File: src/rtl/input_port_buffer.sv
// input_port_buffer: first-word-fall-through flit FIFO for one router input
// port, with a registered credit-return pulse and a one-cycle overflow pulse
// whenever an incoming flit is dropped because the FIFO is full.
// Optional macro PORT_STATS_EN adds saturating accept/drop counters.
module input_port_buffer #(
  parameter int DEPTH = 4,
  parameter int CW    = 3
) (
  input  logic          clk,
  input  logic          rst,
  input  logic [7:0]    data_i,
  input  logic          valid_i,
  input  logic          remove_i,
  input  logic          credit_inc_i,
  output logic [7:0]    data_o,
  output logic          valid_o,
  output logic          full_o,
  output logic [CW-1:0] count_o,
  output logic          credit_o,
  output logic          overflow_o
`ifdef PORT_STATS_EN
  ,
  output logic [15:0]   accept_cnt_o,
  output logic [7:0]    drop_cnt_o
`endif
);

  localparam int AW = $clog2(DEPTH);
  localparam logic [CW-1:0] FULL_CNT = CW'(DEPTH);

  logic [7:0]    mem_q [DEPTH];
  logic [7:0]    mem_d [DEPTH];
  logic [AW-1:0] rd_ptr_q, rd_ptr_d;
  logic [AW-1:0] wr_ptr_q, wr_ptr_d;
  logic [CW-1:0] count_q, count_d;
  logic          overflow_q, overflow_d;
  logic          credit_q, credit_d;
  logic          pop, push, drop;

`ifdef PORT_STATS_EN
  logic [15:0]   accept_q, accept_d;
  logic [7:0]    drop_q, drop_d;
`endif

  // Push/pop decisions and next-state for pointers, occupancy and pulses
  always_comb begin
    pop        = remove_i && (count_q != '0);
    // A full FIFO still accepts a flit when the head leaves in the same cycle
    push       = valid_i && ((count_q != FULL_CNT) || pop);
    drop       = valid_i && !push;
    mem_d      = mem_q;
    rd_ptr_d   = rd_ptr_q;
    wr_ptr_d   = wr_ptr_q;
    count_d    = count_q;
    if (push) begin
      mem_d[wr_ptr_q] = data_i;
      wr_ptr_d        = wr_ptr_q + AW'(1);
    end
    if (pop) begin
      rd_ptr_d = rd_ptr_q + AW'(1);
    end
    if (push && !pop) begin
      count_d = count_q + CW'(1);
    end else if (pop && !push) begin
      count_d = count_q - CW'(1);
    end
    overflow_d = drop;
    credit_d   = credit_inc_i;
  end

`ifdef PORT_STATS_EN
  // Saturating statistics counters
  always_comb begin
    accept_d = accept_q;
    drop_d   = drop_q;
    if (push && (accept_q != '1)) accept_d = accept_q + 16'd1;
    if (drop && (drop_q != '1))   drop_d   = drop_q + 8'd1;
  end
`endif

  // Flit storage; not reset because valid_o gates data_o
  always_ff @(posedge clk) begin
    mem_q <= mem_d;
  end

  // Control state with synchronous reset taking priority over all inputs
  always_ff @(posedge clk) begin
    if (rst) begin
      rd_ptr_q   <= '0;
      wr_ptr_q   <= '0;
      count_q    <= '0;
      overflow_q <= 1'b0;
      credit_q   <= 1'b0;
`ifdef PORT_STATS_EN
      accept_q   <= '0;
      drop_q     <= '0;
`endif
    end else begin
      rd_ptr_q   <= rd_ptr_d;
      wr_ptr_q   <= wr_ptr_d;
      count_q    <= count_d;
      overflow_q <= overflow_d;
      credit_q   <= credit_d;
`ifdef PORT_STATS_EN
      accept_q   <= accept_d;
      drop_q     <= drop_d;
`endif
    end
  end

  assign valid_o    = (count_q != '0);
  assign full_o     = (count_q == FULL_CNT);
  assign count_o    = count_q;
  assign data_o     = valid_o ? mem_q[rd_ptr_q] : '0;
  assign credit_o   = credit_q;
  assign overflow_o = overflow_q;
`ifdef PORT_STATS_EN
  assign accept_cnt_o = accept_q;
  assign drop_cnt_o   = drop_q;
`endif

endmodule

File: config.mk
export PLATFORM = sky130hd
export DESIGN_NAME = input_port_buffer
export DESIGN_NICKNAME = d
export VERILOG_FILES = /design/src/rtl/input_port_buffer.sv
export SDC_FILE = /design/constraint.sdc
export NUM_CORES = 1
export LEC_CHECK = 0
export CAP_MARGIN = 10
export CORE_ASPECT_RATIO = 1.75
export CORE_UTILIZATION = 50
export DETAILED_ROUTE_END_ITERATION = 6
export GPL_ROUTABILITY_DRIVEN = 0
export PLACE_DENSITY = 0.79
export SETUP_SLACK_MARGIN = 0.5
export SLEW_MARGIN = 5
export SYNTH_ARGS = -nofsm -noshare
export SYNTH_HDL_FRONTEND = slang
export SYNTH_SLANG_ARGS = --single-unit
File: constraint.sdc
create_clock -name clk -period 4.95 [get_ports clk]
set_clock_uncertainty 0.15 [all_clocks]
set_input_delay 0.99 -clock clk [delete_from_list [all_inputs] [get_ports clk]]
set_output_delay 0.99 -clock clk [all_outputs]
set_load 0.03 [all_outputs]
---- Word level (Yosys, flattened, before mapping) ----
Cells that the tools add are included.
cells by class
  eq/ne operators ......................... 2
  multiplexer cells ....................... 9
  reduce and logical (&&, ||, !) cells .... 11
  $add $sub $neg .......................... 4
  $lt $le $gt $ge ......................... 3
  bitwise gates (word level) .............. 2
operators by type and width
  kind                                                         number
  bitwise mux 32 bit                                           1
  two-way mux 8 bit                                            4
  binary-select mux 8 bit (select 2 bit)                       1
  demux 8 bit (select 2 bit)                                   1
  >= comparator 3 bit (second input constant)                  2
  logical AND 1 bit                                            6
  two-way mux 3 bit                                            2
  NOT 2 -> 3 bit                                               2
  adder 2 x 1 -> 2 bit (second input constant)                 2
  adder 3 x 1 -> 3 bit (second input constant)                 1
  == test 3 bit (second input constant)                        1
  less-than comparator 3 x 1 -> 1 bit (second input constant)  1
  inequality test 3 bit (second input constant)                1
  nonzero test 3 bit                                           1
  subtractor 3 x 1 -> 3 bit (second input constant)            1
  logical NOT 1 bit                                            2
  nonzero test 2 bit                                           1
  logical OR 1 bit                                             1
word-level totals
  logic and storage cells ................. 40
  flip-flop bits (word level) ............. 41
  output and inout port bits .............. 15
  input port bits ......................... 13

---- Longest topological paths before layout ----
  word-level depth ........................ 8
  mapped depth ............................ 8
  depth with buffers taken out ............ 8

---- Worst setup path after synthesis ----
Ideal clock, no wire load.
  path kind ............................... in2reg
  from .................................... in remove_i
  to ...................................... reg count_q[2], in the netlist count_o[2]
  setup time .............................. 0.070 ns
  buffers on the path ..................... 0
  cell stages on the path ................. 7
  data required time ...................... 4.730 ns
  arrival ................................. 2.410 ns
  slack ................................... 2.320 ns
  path through ............................ o31ai_1 > ha_1 > inv_1 > fa_1 > xor2_1 > or3_2 > a21oi_1
on the way
  longest elaborated chain between the ends .. 6
  elaborated cells on any way between the ends .. 9
  those cells by class .................... 1 x mux; 8 x reduce/logical
RTL lines
  what                          line  text
  start, declared               13    input logic remove_i,
  logical AND 1 bit (*)         47    pop = remove_i && (count_q != '0);
  logical OR 1 bit              49    push = valid_i && ((count_q != FULL_CNT) || pop);
  logical AND 1 bit             49
  logical NOT 1 bit             64    end else if (pop && !push) begin
  logical AND 1 bit             64
  nonzero test 2 bit (no line)  -
  end signal, assigned          101   count_q <= count_d;
  end, declared                 35    logic [CW-1:0] count_q, count_d;
Every way passes the cells marked *; elsewhere a longest branch is shown, timed or not.
A chain may end at the register's enable or synchronous reset.

---- Worst setup path after layout ----
  from .................................... reg rd_ptr_q[0]
  to ...................................... out data_o[7]
on the way
  longest elaborated chain between the ends .. 5
RTL lines
  what                                                  line  text
  start, declared                                       33    logic [AW-1:0] rd_ptr_q, rd_ptr_d;
  start signal, assigned                                99    rd_ptr_q <= rd_ptr_d;
  NOT 2 -> 3 bit (implied by the code)                  114   assign data_o = valid_o ? mem_q[rd_ptr_q] : '0;
  binary-select mux 8 bit (select 2 bit)                114
  two-way mux 8 bit (implied by the code) (2 in a row)  114
  two-way mux 8 bit                                     114
  end, declared                                         15    output logic [7:0] data_o,
Every way passes these cells. The select of a mux whose other input is x is not followed.

==> results_dict.tcl <==
set metrics [dict create \
    die_area_sq_mm 0.00365 \
    p_leak_nw 0.736 \
    p_per_area_mw_per_mm2 551 \
    rows 27 \
    hold_viol_final 0 \
    crit_arrival_ns 2.30 \
    cts-buffers-inserted 5 \
    ios 28 \
    finalCriticalPeriod_ns 3.44 \
    avgSynthCellArea_sq_um 16.7 \
    cts_hold_buf 0 \
    synth_nets 121 \
    cp_data_required_time_ns 3.81 \
    yosys-top-cells-area "edfxtp_1, dfxtp_1, mux4_2" \
    synth_cells 102 \
    final_max_slew_viol_count 0 \
    fin_nets 152 \
    tritoncts "done" \
    overflow 0 \
    cts_max_level 2 \
    met1_usage_pct 19.8 \
    critPathCaptureType "output pin" \
    dp.cells 169 \
    hold_slack_ns 0.373 \
    cts-root-buf "clkbuf_8" \
    critPathSlowestCell "dfxtp_1" \
    clock_latency_ns 0.29 \
    post_cts_buffers 0 \
    ys_types 25 \
    vias 931 \
    path_cells "mux4_2 > nor2b_1 > clkdlybuf4s50_1" \
    drcViolationCount 0 \
    fin_crit_sh_pct 69.4 \
    grtUsageMet3_pct 4.32 \
    holdCritPathClass "flip-flop to flip-flop" \
    stdcell_count 177 \
    insertedDiodeCount 0 \
    ir_worst_vdd_v 0.000389 \
    start_util_pct 53.1 \
    maxSlewHeadroom_pct 59.2 \
    wire_per_inst_um 15.4 \
    critPathKind "flip-flop to output pin" \
    antenna_found_initial 0 \
    coreArea_sq_mm 0.00321 \
    ant_nets 0 \
    setup_viol 0 \
    top_usage_layer "met2" \
    viasPerCell 5.26 \
    cts_sinks 41 \
    grt_pass1_vias 964 \
    syn_area_sq_mm 0.00170 \
    rsz0062_at_grt "false" \
    clockBufferDepth 2 \
    wirelength_mm 2.72 \
    outcome "completed" \
    grt_start_max_net_pins 13 \
    globalRouteMet2Util_pct 30.1 \
    grt_pass1_wl_mm 4.55 \
    clkTransAtPathRegs_ns 0.07 \
    syn2layout_area_growth_pct 23.9 \
    yosysWarnings 0 \
    ys_ff_latch 41 \
    hpwl_mm 1.93 \
    synth.top_cell.area_share_pct 56.4 \
    port_buffers 27 \
    layout-drive-gt1-share_pct 17.9 \
    first_pass_iters 4 \
    fmax_ghz 0.291 \
    die_h_um 79.2 \
    cap_violations 0 \
    power_w 0.00116 \
    slowest_delay_ns 0.71 \
    worstMarginPinSlew_ns 0.611 \
    ys_seq_area_share_pct 67.0 \
    drt-initial-drc-count 42 \
    worst-path-max-fanout 10 \
    grt_util_all_layers_pct 18.3 \
    fin_setup_tns_ns 0 \
    post_cts_resize_count 0 \
    die_width_um 46.1 \
    synth_largest_area_cell "edfxtp_1" \
    startpoint_type "flip-flop" \
]
==> per-stage QoR <==
stage	setup slack, ns	area, sq um	utilization [%]
3_5_place_dp	1.61	2020	62.9
4_1_cts	1.46	2110	65.7
6_report	1.51	2110	65.7
5_1_grt	1.35	2110	65.7
3_3_place_gp	1.72	2020	62.9
2_1_floorplan	2.32	1700	-
==> path summary, 6_finish.rpt <==
check / from / end / slack, ns / cells after the start
max: rd_ptr_q[0]$_SDFFE_PP0P_ / data_o[7] / 1.51 / 3
min: wr_ptr_q[1]$_SDFFE_PP0P_ / wr_ptr_q[1]$_SDFFE_PP0P_ / 0.37 / 2
max reg2reg: count_o[0]$_SDFFE_PP0P_ / count_o[2]$_SDFFE_PP0P_ / 2.50 / 7
min reg2reg: wr_ptr_q[1]$_SDFFE_PP0P_ / wr_ptr_q[1]$_SDFFE_PP0P_ / 0.37 / 2
==> per-layer routing <==
metal | up-vias | wire length [um]
met5 | - | 0
met4 | 0 | 97
met3 | 9 | 125
met2 | 34 | 1480
met1 | 454 | 1020
li1 | 434 | -
==> state kept, by name, indices dropped and copies added, names as in the netlist <==
register and flops:
overflow_o 1, mem_q 32, rd_ptr_q 2, credit_o 1
count_o 3, wr_ptr_q 2
==> cell families (layout without fill, tap and decap cells) <==
| kind of cell | Yosys count | after routing | synth area share, % |
|---|---|---|---|
| flops | 41 | 41 | 67.0 |
| buf+inv | 9 | 41 | 2.06 |
| compound gates | 6 | 6 | 2.50 |
| mux | 11 | 11 | 12.6 |
| simple gates | 26 | 26 | 9.40 |
| fa+ha+maj | 6 | 6 | 4.85 |
| xor+xnor | 3 | 3 | 1.54 |
==> power by group <==
| part | switching, W | total, W | internal, W |
|---|---|---|---|
| logic | 0.000249 | 0.000480 | 0.000231 |
| clock network | 0.000109 | 0.000220 | 0.000110 |
| registers | 0.0000494 | 0.000462 | 0.000413 |
==> critical path: cells and delay by family (launching register included) <==
kind                   cells  cell delay, ns
DFF                        1            0.71
and+or+nand+nor            1            0.14
buffers and inverters      1            0.58
muxes                      1            0.57
==> cell usage in the layout (no fill, tap or decap), drive strengths merged <==
cell type	count
a21oi	2
and2	4
buf	1
clkbuf	6
clkdlybuf4s50	27
clkinv	2
dfxtp	9
edfxtp	32
fa	1
ha	5
inv	5
mux2	1
mux2i	2
mux4	8
nand2	1
nand2b	2
nor2	5
nor2b	9
nor3	1
nor4b	1
o21a	1
o21ai	2
o31ai	1
or3	2
or3b	1
xor2	3
==> Yosys cell counts <==
cell type,number
xor2_1,3
mux4_2,8
edfxtp_1,32
fa_1,1
inv_1,5
nor2b_1,9
and2_2,4
nor3_1,1
mux2_4,1
buf_2,1
o31ai_1,1
o21ai_0,2
nor2_1,5
dfxtp_1,9
nand2_1,1
nand2b_1,2
or3_1,1
o21a_4,1
ha_1,5
or3b_4,1
a21oi_1,2
nor4b_1,1
clkbuf_1,3
or3_2,1
mux2i_1,2
==> layout make-up <==
cell class,count,area [sq um]
Clock inverter,2,8.76
Sequential cell,41,1140
Clock buffer,6,82.6
Multi-Input combinational cell,52,527
Timing Repair Buffer,28,278
Tap cell,43,53.8
Inverter,5,18.8
Fill cell,238,1100
(Power assumes the default switching activity.)
